## config.mk

```make
export PLATFORM = sky130hd
export DESIGN_NAME = iir_mc
export DESIGN_NICKNAME = d
export VERILOG_FILES = /design/src/rtl/iir_mc_pkg.sv /design/src/rtl/iir_mc_dp.sv /design/src/rtl/iir_mc.sv
export SDC_FILE = /design/constraint.sdc
export NUM_CORES = 1
export LEC_CHECK = 0
export ABC_AREA = 1
export CAP_MARGIN = 20
export CORE_MARGIN = 3
export CORE_UTILIZATION = 64
export CTS_CLUSTER_SIZE = 40
export DETAILED_ROUTE_END_ITERATION = 16
export PLACE_DENSITY_LB_ADDON = 0.3
export SLEW_MARGIN = 20
export SYNTH_ARGS = -nofsm -noshare
export SYNTH_HDL_FRONTEND = slang
export SYNTH_HIERARCHICAL = 1
export SYNTH_SLANG_ARGS = --single-unit
```

## constraint.sdc

```tcl
create_clock -name clk -period 12.17 [get_ports clk]
set_input_delay 1.8255 -clock clk [delete_from_list [all_inputs] [get_ports clk]]
set_output_delay 1.8255 -clock clk [all_outputs]
set_load 0.02 [all_outputs]
```

## src/rtl/iir_mc_pkg.sv

```systemverilog
// Shared constants and helpers for the multi-channel shift-add IIR filter.
// Widths up to MAXW bits are supported by the range-check helper.
package iir_mc_pkg;

    localparam int MAXW   = 32;
    localparam int W_DEF  = 15;
    localparam int CH_DEF = 4;
    localparam int SW_DEF = 4;

    function automatic int chw(input int ch);
        return (ch > 1) ? $clog2(ch) : 1;
    endfunction

    localparam int CHW = chw(CH_DEF);

    typedef struct packed {
        logic above;
        logic below;
        logic ovf;
    } sat_t;

    // Classifies a sign-extended sum against the signed range of a w-bit word.
    function automatic sat_t sat_w(input logic signed [MAXW+1:0] sum, input int w);
        logic signed [MAXW+1:0] hi;
        logic signed [MAXW+1:0] lo;
        sat_t r;
        hi = ((MAXW+2)'(1) << (w - 1)) - (MAXW+2)'(1);
        lo = ~hi;
        r.above = (sum > hi);
        r.below = (sum < lo);
        r.ovf   = r.above || r.below;
        return r;
    endfunction

endpackage

```

## src/rtl/iir_mc_dp.sv

```systemverilog
// Combinational datapath: gated arithmetic shifts of the channel state,
// three-input add at W+2 bits, then saturate or wrap back to W bits.
module iir_mc_dp
    import iir_mc_pkg::*;
#(
    parameter int W  = W_DEF,
    parameter int SW = SW_DEF
) (
    input  logic [W-1:0]  y,
    input  logic [W-1:0]  x,
    input  logic [SW-1:0] shift_a,
    input  logic [SW-1:0] shift_b,
    input  logic          sat_en,
    output logic [W-1:0]  result,
    output logic          ovf
);

    logic signed [W+1:0] y_ext;
    logic signed [W+1:0] x_ext;
    logic signed [W+1:0] term_a;
    logic signed [W+1:0] term_b;
    logic signed [W+1:0] sum;
    sat_t                sat;

    always_comb begin
        y_ext = {{2{y[W-1]}}, y};
        x_ext = {{2{x[W-1]}}, x};
        // if/else rather than ?: so the shifts stay arithmetic
        term_a = '0;
        if (shift_a != '0) begin
            term_a = y_ext >>> shift_a;
        end
        term_b = '0;
        if (shift_b != '0) begin
            term_b = y_ext >>> shift_b;
        end
        sum = x_ext + term_a + term_b;
        sat = sat_w((MAXW+2)'(sum), W);
        ovf = sat.ovf;
        if (sat_en && sat.above) begin
            result = {1'b0, {(W-1){1'b1}}};
        end else if (sat_en && sat.below) begin
            result = {1'b1, {(W-1){1'b0}}};
        end else begin
            result = sum[W-1:0];
        end
    end

endmodule

```

## src/rtl/iir_mc.sv

```systemverilog
// Time-multiplexed first-order shift-add lowpass: per-channel state array,
// valid/ready input, single output register and sticky overflow flag.
module iir_mc
    import iir_mc_pkg::*;
#(
    parameter int W  = W_DEF,
    parameter int CH = CH_DEF,
    parameter int SW = SW_DEF
) (
    input  logic                 clk,
    input  logic                 reset,
    input  logic                 s_valid,
    output logic                 s_ready,
    input  logic [W-1:0]         s_data,
    input  logic [chw(CH)-1:0]   s_ch,
    output logic                 m_valid,
    input  logic                 m_ready,
    output logic [W-1:0]         m_data,
    output logic [chw(CH)-1:0]   m_ch,
    input  logic [SW-1:0]        shift_a,
    input  logic [SW-1:0]        shift_b,
    input  logic                 sat_en,
    input  logic                 clr,
    output logic                 ovf
);

    localparam int CW = chw(CH);

    logic [W-1:0]  state_reg [CH];
    logic          m_valid_reg;
    logic [W-1:0]  m_data_reg;
    logic [CW-1:0] m_ch_reg;
    logic          ovf_reg;

    logic          accept;
    logic          in_range;
    logic [W-1:0]  y_ch;
    logic [W-1:0]  result;
    logic          dp_ovf;

    assign s_ready  = !m_valid_reg || m_ready;
    assign accept   = s_valid && s_ready;
    assign in_range = int'(s_ch) < CH;

    // A clear in the same cycle as an accept makes that sample see zero state.
    always_comb begin
        y_ch = '0;
        if (!clr && in_range) begin
            y_ch = state_reg[s_ch];
        end
    end

    iir_mc_dp #(
        .W  (W),
        .SW (SW)
    ) u_dp (
        .y       (y_ch),
        .x       (s_data),
        .shift_a (shift_a),
        .shift_b (shift_b),
        .sat_en  (sat_en),
        .result  (result),
        .ovf     (dp_ovf)
    );

    always_ff @(posedge clk) begin
        if (!reset) begin
            for (int i = 0; i < CH; i++) begin
                state_reg[i] <= '0;
            end
            m_valid_reg <= 1'b0;
            m_data_reg  <= '0;
            m_ch_reg    <= '0;
            ovf_reg     <= 1'b0;
        end else begin
            if (clr) begin
                for (int i = 0; i < CH; i++) begin
                    state_reg[i] <= '0;
                end
                ovf_reg <= 1'b0;
            end
            if (accept && in_range) begin
                state_reg[s_ch] <= result;
                m_data_reg      <= result;
                m_ch_reg        <= s_ch;
                m_valid_reg     <= 1'b1;
                if (dp_ovf) begin
                    ovf_reg <= 1'b1;
                end
            end else if (m_valid_reg && m_ready) begin
                m_valid_reg <= 1'b0;
            end
        end
    end

    assign m_valid = m_valid_reg;
    assign m_data  = m_data_reg;
    assign m_ch    = m_ch_reg;
    assign ovf     = ovf_reg;

endmodule

```

; ---- Yosys cells after proc, flatten, opt, wreduce, memory -nomap -nowiden
; Memory sizes are Yosys's and may differ from the RTL's.
; Cells that the tools add are included.
; Widths: inputs -> output; s select.
[word_totals]
reg_bits = 19
ramBits = 60
in_bits = 31
n_memories = 1
[mem_list]
columns = memory, depth, width, read_ports, rd_ports_with_merged_regs, wr, line_no
row1 = state_reg, 4, 15, 1, 0, 5, iir_mc.sv:29  ; logic [W-1:0] state_reg [CH];
[classes]
add_sub_neg = 2
order_cmp = 2
shift = 2
n_mux = 21
bitwise_logic = 4
reduce_logical = 10
[op_table]
columns = operator, count
row1 = $mux 15, 7
row2 = $mux 17, 2
row3 = $sshr 15x4->17, 2
row4 = $add 15x17->17, 1
row5 = $add 17x17->17, 1
row6 = $gt 17x15->1 const B, 1
row7 = $lt 17x15->1 const B, 1
row8 = $mux 1, 12
row9 = $reduce_bool 4->1, 2
row10 = $logic_and 1x1->1, 4
row11 = $or 1x1->1, 4
row12 = $logic_or 1x1->1, 2
row13 = $reduce_bool 2->1, 1
row14 = $logic_not 1->1, 1

; ---- Longest topological paths before layout
; Gate-level depths: netlist (run 1).
; An unclocked memory read counts as a cell.
[logic_depth]
word_depth = 10
depth_mapped = 37

; ---- Hierarchy
; The synthesis (run 1) kept the hierarchy.
[by_module_without_submodules]
columns = module, instances, cells_each, area_each_um2, seq_area_each_um2
row1 = iir_mc, 1, 393, 3606.0, 2182.1
row2 = iir_mc_dp, 1, 460, 2484.9, 0.0

; ---- Least setup slack after synthesis (run 1)
; Ideal clock, no wire load.
[synth_timing]
path_type = input -> register
start = input s_ch[0]
end = memory state_reg[3][10] (netlist name), data pin
setup_time_ns = 0.268
arrival_ns = 5.490
slack_ns = 6.412
stages = 32
path_cell_list = buf_4 buf_2 nand3_1 nand2_1 nor2_1 nor2_1 inv_2 nand2_1 o21ai_0 o21ai_0 o21ai_0 o21ai_0 inv_1 fa_1 inv_1 ha_1 fa_1 nand2_1 nand2_1 nand3b_1 nand2_2 nand2_1 nand2_1 nand2_1 nand2_1 nand2_2 nand3_4 buf_6 nand2_1 nand2_1 inv_1 nor3_1
[synth_rtl]
columns = element, line_no
row1 = from (decl), iir_mc.sv:15  ; input logic [chw(CH)-1:0] s_ch,
row2 = to (decl), iir_mc.sv:29

==> results of run 1 <==
## metal layers
layer / vias up / routed length [µm] / global-route usage [%]
met5: - / 0 / 0
met4: 0 / 408 / 9.31
met3: 38 / 1890 / 9.58
met2: 328 / 7600 / 49.0
met1: 2667 / 6710 / 42.0
li1: 2842 / - / -
## layout make-up
class,count,area [µm²]
flip-flops and latches,79,2180
repair buffers,55,538
fillers,708,2210
clock buffers,13,191
clock inverters,3,20.0
inverters,78,293
well taps,126,158
multi-input cells,651,3380
## worst min path at each step
stage,from,to,slack (ns),cells past startpoint
6_report,m_data[10],m_data[10],0.47,2
5_1_grt,m_data[10],m_data[10],0.51,2
4_1_cts,m_data[10],m_data[10],0.48,2
3_5_place_dp,m_data[8],m_data[8],0.46,2
3_3_place_gp,m_data[10],m_data[10],0.45,2
2_1_floorplan,ovf,ovf,0.54,2
## tightest hold or removal path, cell delays in order (launching register included)
cell	delay, ns
dfxtp_1	0.33
nor2_1	0.04
nor2_1	0.07
## per-stage QoR
step	utilization [%]	instance area [µm²]
3_3_place_gp	73.0	6550
3_5_place_dp	73.0	6550
5_1_grt	75.4	6770
6_report	75.4	6770
4_1_cts	75.3	6760
2_1_floorplan	-	6090
## power breakdown
part           internal, µW  switching (µW)
clock                   105            96.5
sequential              317            11.1
combinational           128             269
total                   550             376
## cell usage in the layout, fill, tap and decap left out, drive strengths merged, types with 2 or more instances in the layout
master / synthesis / routed
and2: 4 / 4
clkinv: 5 / 7
o21ai: 61 / 61
xor2: 6 / 6
dfxtp: 19 / 19
o221ai: 4 / 4
ha: 15 / 15
xnor2: 5 / 5
inv: 73 / 74
or2: 6 / 6
a31oi: 2 / 2
clkdlybuf4s50: 0 / 50
a21oi: 26 / 26
fa: 16 / 16
buf: 30 / 5
nor2: 106 / 106
nand3: 80 / 80
clkbuf: 15 / 13
o22ai: 2 / 2
nand2: 254 / 254
nor3: 50 / 50
o211ai: 3 / 3
mux2i: 3 / 3
edfxtp: 60 / 60
## cells by family (layout without fill, tap and decap cells)
logic type | Yosys count | in the layout | share of synthesized area (%)
AND/OR/NAND/NOR | 502 | 502 | 35.5
buffers and inverters | 123 | 149 | 8.69
AO/OA/AOI/OAI | 103 | 103 | 9.35
flip-flops | 79 | 79 | 35.8
adder cells (fa/ha/maj) | 31 | 31 | 8.34
XOR/XNOR | 11 | 11 | 1.58
multiplexers | 4 | 4 | 0.678
==> results_dict.tcl, run 1 <==
set metrics [dict create \
    r2r_end "state_reg[2][5]" \
    crit_arrival_ns 7.35 \
    routed_wirelength_mm 16.6 \
    synthCells 853 \
    num_io_pins 51 \
    ys_ff_latch 79 \
    seq_area_frac_synth_pct 35.8 \
    die_w_um 104 \
    crit_fanout 34 \
    postCtsSetupBuffers 0 \
    slew_headroom_pct 36.3 \
    hpwlAfterDp_mm 12.2 \
    crit_path_end_kind "flip-flop" \
    synth_ff_type "edfxtp_1" \
    root_buffer "clkbuf_8" \
    vias 5875 \
    synth.area.top_cells "edfxtp_1 30%, nand2_1 15%, dfxtp_1 6.2%" \
    fin_setup_tns_ns 0 \
    finalSetupViolations 0 \
    max_clock_freq_ghz 0.139 \
    synth_cell_types 46 \
    irDropWorstVdd_mv 0.107 \
    drive_gt1_share_pct 5.80 \
    reg2regPathDepth 24 \
    worst_slew_pin_slew_ns 0.955 \
    synth_common_cells "248 x nand2_1, 96 x nor2_1, 76 x nand3_1" \
    drt-wirelength-per-cell_um 16.5 \
    yosysMostFrequentCell "nand2_1" \
    synth_nets 915 \
    grt-ovfl-total 0 \
    hold_viol 0 \
    synth_edf_count 60 \
    insertedDiodeCount 0 \
    areaGrowthSynthToFinish_pct 11.1 \
    critPathLaunchType "primary input" \
    finalHoldWorstSlack_ns 0.471 \
    tritoncts "built" \
    final_cells 1005 \
    placement_rows 34 \
    grt_pass1_wl_mm 27.3 \
    die-area_mm2 0.0107 \
    worst_slack_ns 4.96 \
    slowest_stage "clkinv_1" \
    gp_congestion 1.02 \
    clkLatencyLatePin_ns 0.36 \
    clock_skew_ns 0.0165 \
    vias_per_cell 5.85 \
    start_util_pct 67.9 \
    crit_top_cell "nand2_1" \
    dp_slack_ns 4.75 \
    nets 936 \
    final_antenna_net_count 0 \
    r2r-start "state_reg[3][14]" \
    cts_hold_buffers 0 \
    cap_violations 0 \
    cts_made_buffers 9 \
    cp-startpoint "s_ch[0]" \
    hold_class "flip-flop to flip-flop" \
    clk_pin_slew_ns 0.08 \
    synth.avg_cell_area_um2 7.14 \
    regToRegSetupSlack_ns 7.25 \
    crit_path_end "state_reg[2][5]" \
    cp.depth 27 \
    rsz0062_at_grt "false" \
    largest_reg_flops 60 \
    path_buf_inv 5 \
    drt_iter0_drc 523 \
    p_leak_uw 0.00311 \
    syn_area_mm2 0.00609 \
    slowest_delay_ns 0.55 \
    grt_max_degree 50 \
    synth_warnings 6 \
    synth-async-reset-ratio_pct 0 \
    grt_pass1_vias 5599 \
    ctsResizeCount 0 \
    port_buffers 50 \
    yosys.area.top_type "edfxtp_1" \
    route.detailed.drc 0 \
    path_class "primary input to flip-flop" \
    slew_violations 0 \
    cts_buffer_depth 2 \
    antenna_found_initial 0 \
    cts.htree.levels 3 \
    post-route-min-period_ns 7.21 \
    synth.top_cell.area_share_pct 29.6 \
    cp_top_family "simple AND/OR/NAND/NOR gates" \
    status "finished, final reports clean" \
    die_h_um 104 \
    clock-sinks 79 \
    power_uw 926 \
    drt-pass1-iter-count 6 \
    required_ns 12.30 \
    placed_cells 989 \
    finalCritPeriodShare_pct 59.3 \
    powerDensity_mw_per_mm2 137 \
    coreArea_mm2 0.00898 \
    track_usage_pct 31.2 \
]
No activity file was read; power rests on OpenSTA's default activity.
==> run 2, diff against run 1 <==
--- a/config.mk
+++ b/config.mk
@@ -8,7 +8,7 @@
 export ABC_AREA = 1
 export CAP_MARGIN = 20
 export CORE_MARGIN = 3
-export CORE_UTILIZATION = 64
+export CORE_UTILIZATION = 54
 export CTS_CLUSTER_SIZE = 40
 export DETAILED_ROUTE_END_ITERATION = 16
 export PLACE_DENSITY_LB_ADDON = 0.3
==> constraint.sdc (replaced) <==
create_clock -name clk -period 5.8 [get_ports clk]
set_input_delay 0.87 -clock clk [delete_from_list [all_inputs] [get_ports clk]]
set_output_delay 0.87 -clock clk [all_outputs]
set_load 0.02 [all_outputs]
==> results_dict.tcl, run 2 (synthesized netlist as in run 1, its figures left out) <==
set metrics [dict create \
    status "finished, final reports clean" \
    grt-ovfl-total 0 \
    slew_headroom_pct 45.3 \
    route.detailed.drc 0 \
    start_util_pct 55.7 \
    placed_cells 1026 \
    cts.htree.levels 3 \
    layout_commonest_cell "nand2_1" \
    holdPathStages 2 \
    powerDensity_mw_per_mm2 295 \
    placed_area_mm2 0.00677 \
    cts_hold_buffers 0 \
    drt-wirelength-per-cell_um 16.3 \
    slowest_delay_ns 0.68 \
    coreArea_mm2 0.0109 \
    grt_pass1_vias 5700 \
    final_cell_mix "248 x nand2_1, 96 x nor2_1, 76 x nand3_1" \
    port_buffers 50 \
    largest_reg_flops 60 \
    final_antenna_net_count 0 \
    die_w_um 112 \
    hpwlAfterDp_mm 12.7 \
    irDropWorstVdd_mv 0.232 \
    tritoncts "built" \
    insertedDiodeCount 0 \
    fin_area_mm2 0.00713 \
    grt_pass1_wl_mm 27.6 \
    crit_path_end_kind "flip-flop" \
    hold_viol 0 \
    worst_slack_ns 0.584 \
    placement_rows 38 \
    slowest_stage "clkdlybuf4s50_1" \
    rsz0062_at_grt "false" \
    clock_skew_ns 0.00704 \
    r2r_end "state_reg[2][5]" \
    clock-sinks 79 \
    grt_max_degree 30 \
    crit_arrival_ns 5.27 \
    min_from "ovf" \
    drt-pass1-iter-count 5 \
    final_cells 1043 \
    r2r-start "state_reg[3][6]" \
    crit_top_cell "nand2_1" \
    drive_gt1_share_pct 10.4 \
    critPathLaunchType "primary input" \
    track_usage_pct 27.4 \
    vias_per_cell 5.67 \
    nets 960 \
    die-area_mm2 0.0126 \
    clk_pin_slew_ns 0.06 \
    crit_fanout 16 \
    cap_violations 0 \
    post-route-util_pct 65.2 \
    p_leak_uw 0.00329 \
    vias 5915 \
    areaGrowthSynthToFinish_pct 17.0 \
    root_buffer "clkbuf_16" \
    finalSetupViolations 0 \
    antenna_found_initial 0 \
    finalCritPeriodShare_pct 89.9 \
    num_io_pins 51 \
    reg2regPathDepth 29 \
    drt_iter0_drc 634 \
    dp_slack_ns -0.292 \
    hold_class "flip-flop to flip-flop" \
    cts_made_buffers 9 \
    regToRegSetupSlack_ns 1.41 \
    routed_wirelength_mm 17.0 \
    max_clock_freq_ghz 0.192 \
    post-route-min-period_ns 5.22 \
    clkLatencyLatePin_ns 0.34 \
    path_class "primary input to flip-flop" \
    cts_buffer_depth 2 \
    die_h_um 112 \
    required_ns 5.86 \
    holdPathEnd "ovf" \
    gp_congestion 0.999 \
    slew_violations 0 \
    worst_slew_pin_slew_ns 0.819 \
]
-- run 2: cell count changes in the layout (fill, tap and decap cells not counted), moves of 4 or more --
cell,delta
o21ai_0,-4
o21ai_1,+4
inv_1,-13
clkbuf_8,-10
inv_2,+13
buf_4,+20
clkbuf_16,+8
-- run 2: repair_timing --
| action | CTS | global route |
|---|---|---|
| gates resized for setup | 0 | 31 |
| endpoints found under the setup margin | 0 | 75 |
| setup buffers | 0 | 1 |
-- run 2: layout make-up --
type                    instances  area [µm²]
clock buffers                  12         262
clock inverters                 4        26.3
fillers                       963        3810
inverters                      78         293
multi-input cells             651        3430
flip-flops and latches         79        2180
well taps                     140         175
repair buffers                 79         756
-- run 2: per-stage QoR --
stage               TNS (ns)  hold WS [ns]  power (µW)
global route               0         0.513        2230
CTS                        0         0.471        2070
global placement       -1.24         0.446        1520
finish                     0         0.471        2100
detailed placement     -6.58         0.450        1530
floorplan                  0         0.543        1270
-- run 2: worst max path at each step --
| stage | from | end | slack, ns |
|---|---|---|---|
| after floorplan | s_ch[0] | state_reg[3][10] | 1.0 |
| after global placement | s_ch[0] | state_reg[2][2] | -0.20 |
| after detailed placement | s_ch[0] | state_reg[2][2] | -0.29 |
| after CTS | s_ch[0] | state_reg[2][2] | 0.04 |
| after global routing | clr | state_reg[3][5] | 0.14 |
| final | clr | state_reg[2][5] | 0.58 |
-- run 2: worst max-delay path: cells and delay by family --
family                     cells  cell delay, ns
and+or+nand+nor               16            1.74
adders and majority gates      3            1.13
buffers and inverters          3            0.92
AOI/OAI and AO/OA              3            0.61
-- run 2: where the power goes --
group	internal, µW	switching, µW
Sequential	666	21.9
Combinational	296	579
Clock	321	218
-- run 2: metal layers --
metal  global-route usage, %  vias to the layer above  part of all wire (%)
met5                       0                        -                     0
met4                    7.69                        0                   1.8
met3                    8.14                       34                   9.2
met2                    44.1                      273                    48
met1                    36.2                     2721                    41
li1                        -                     2887                     -
==> run 3, diff against run 2 <==
--- a/config.mk
+++ b/config.mk
@@ -12,8 +12,11 @@
 export CTS_CLUSTER_SIZE = 40
 export DETAILED_ROUTE_END_ITERATION = 16
 export PLACE_DENSITY_LB_ADDON = 0.3
+export SETUP_SLACK_MARGIN = 0.3
+export SKIP_LAST_GASP = 1
 export SLEW_MARGIN = 20
 export SYNTH_ARGS = -nofsm -noshare
 export SYNTH_HDL_FRONTEND = slang
 export SYNTH_HIERARCHICAL = 1
 export SYNTH_SLANG_ARGS = --single-unit
+export TNS_END_PERCENT = 50
==> results_dict.tcl, run 3 (synthesized netlist as in run 1, its figures left out) <==
set metrics [dict create \
    fin_setup_tns_ns 0 \
    track_usage_pct 27.4 \
    slew_violations 0 \
    met3_usage_pct 7.71 \
    clock_skew_ns 0.00735 \
    insertedDiodeCount 0 \
    drt-wirelength-per-cell_um 16.2 \
    cts.htree.levels 3 \
    grt_max_degree 30 \
    worst_slew_pin_slew_ns 0.832 \
    nets 960 \
    clk_pin_slew_ns 0.06 \
    tritoncts "built" \
    die-area_mm2 0.0126 \
    die_h_um 112 \
    cap_violations 0 \
    final_antenna_net_count 0 \
    slowest_delay_ns 0.53 \
    crit_path_end_kind "flip-flop" \
    finalCritPeriodShare_pct 89.3 \
    placement_rows 38 \
    required_ns 5.85 \
    gr-max-usage-layer "met2" \
    slew_headroom_pct 44.4 \
    post-route-min-period_ns 5.18 \
    r2r-start "state_reg[3][9]" \
    vias 5874 \
    path_class "primary input to flip-flop" \
    largest_reg_flops 60 \
    drt_iter0_drc 720 \
    hold_class "flip-flop to flip-flop" \
    root_buffer "clkbuf_16" \
    grt_pass1_wl_mm 27.6 \
    start_util_pct 55.7 \
    cts_hold_buffers 0 \
    vias_per_cell 5.63 \
    finalSetupViolations 0 \
    grt_pass1_vias 5708 \
    min_from "ovf" \
    coreArea_mm2 0.0109 \
    hpwlAfterDp_mm 12.7 \
    routed_wirelength_mm 16.9 \
    cp_top_family "simple AND/OR/NAND/NOR gates" \
    p_leak_uw 0.00331 \
    die_w_um 112 \
    rsz0062_at_grt "false" \
    crit_arrival_ns 5.23 \
    route.detailed.drc 0 \
    hold_viol 0 \
    slowest_stage "fa_1" \
    max_clock_freq_ghz 0.193 \
    drt-pass1-iter-count 5 \
    use_met1_pct 36.6 \
    use_met2_pct 44.2 \
    final_cell_mix "248 x nand2_1, 96 x nor2_1, 76 x nand3_1" \
    critPathLaunchType "primary input" \
    status "finished, final reports clean" \
    gp_congestion 0.999 \
    port_buffers 50 \
    fin_area_mm2 0.00714 \
    layout_commonest_cell "nand2_1" \
    crit_fanout 14 \
    crit_top_cell "nand2_1" \
    irDropWorstVdd_mv 0.234 \
    clock-sinks 79 \
    num_io_pins 51 \
    areaGrowthSynthToFinish_pct 17.2 \
    cts_buffer_depth 2 \
    drive_gt1_share_pct 10.4 \
    antenna_found_initial 0 \
    clkLatencyLatePin_ns 0.33 \
    powerDensity_mw_per_mm2 294 \
    path_buf_inv 6 \
    grt-ovfl-total 0 \
    cp-startpoint "s_ch[0]" \
    cts_made_buffers 9 \
    placed_area_mm2 0.00677 \
]
[run 3: cell types whose count changed in the layout (fill, tap and decap cells not counted)]
| cell | delta |
|---|---|
| clkdlybuf4s50_1 | -2 |
| dlymetal6s2s_1 | +2 |
| o21ai_0 | -2 |
| o21ai_1 | +2 |
| buf_12 | +1 |
| buf_4 | -1 |
| nor3_2 | +1 |
| nor3_4 | -1 |
[run 3: cell type report]
| class | instances | area (µm²) |
|---|---|---|
| Tap cell | 140 | 175 |
| Clock buffer | 12 | 262 |
| Fill cell | 963 | 3800 |
| Multi-Input combinational cell | 651 | 3430 |
| Clock inverter | 4 | 26.3 |
| Inverter | 78 | 293 |
| Sequential cell | 79 | 2180 |
| Timing Repair Buffer | 79 | 773 |
[run 3: worst paths after layout]
path,end,slack [ns],cells past startpoint
max,state_reg[2][5],0.62,32
min,ovf,0.47,2
max reg2reg,state_reg[2][5],1.41,29
min reg2reg,ovf,0.47,2
[run 3: report_power, final]
part	total, µW	leakage (µW)	switching (µW)	internal [µW]
clock	535	0.000146	214	321
combinational	874	0.00233	578	296
sequential	688	0.000828	21.8	666
total	2100	0.00331	813	1280
[run 3: per-stage QoR]
step           cells  hold slack (ns)  setup WS [ns]  power (µW)  utilization [%]
2_1_floorplan    853            0.543          0.997        1270                -
3_5_place_dp    1026            0.450         -0.292        1530             61.9
3_3_place_gp    1026            0.446         -0.204        1520             61.9
5_1_grt         1043            0.513          0.303        2230             65.3
6_report        1043            0.472          0.620        2100             65.3
4_1_cts         1043            0.471          0.324        2070             64.9
[run 3: worst reg2reg max path: cells and delay by family (launching register included)]
family / cells / cell delay, ns
flip-flops: 1 / 0.32
adder cells (fa/ha/maj): 3 / 1.13
AND/OR/NAND/NOR: 20 / 1.80
multiplexers: 1 / 0.15
buffers and inverters: 3 / 0.34
AO/OA/AOI/OAI: 2 / 0.40
[run 3: what timing repair did]
item / CTS / global route
pin swaps: 1 / 2
gates resized for setup: 6 / 28
endpoints found under the setup margin: 65 / 75
buffers inserted: 1 / 0
gates cloned: 0 / 0
[run 3: metal layers]
layer | wire, µm | vias to the layer above | share of wire, %
met5 | 0 | - | 0
met3 | 1520 | 25 | 9.0
met2 | 8070 | 253 | 48
met1 | 7070 | 2712 | 42
li1 | - | 2884 | -
met4 | 268 | 0 | 1.6
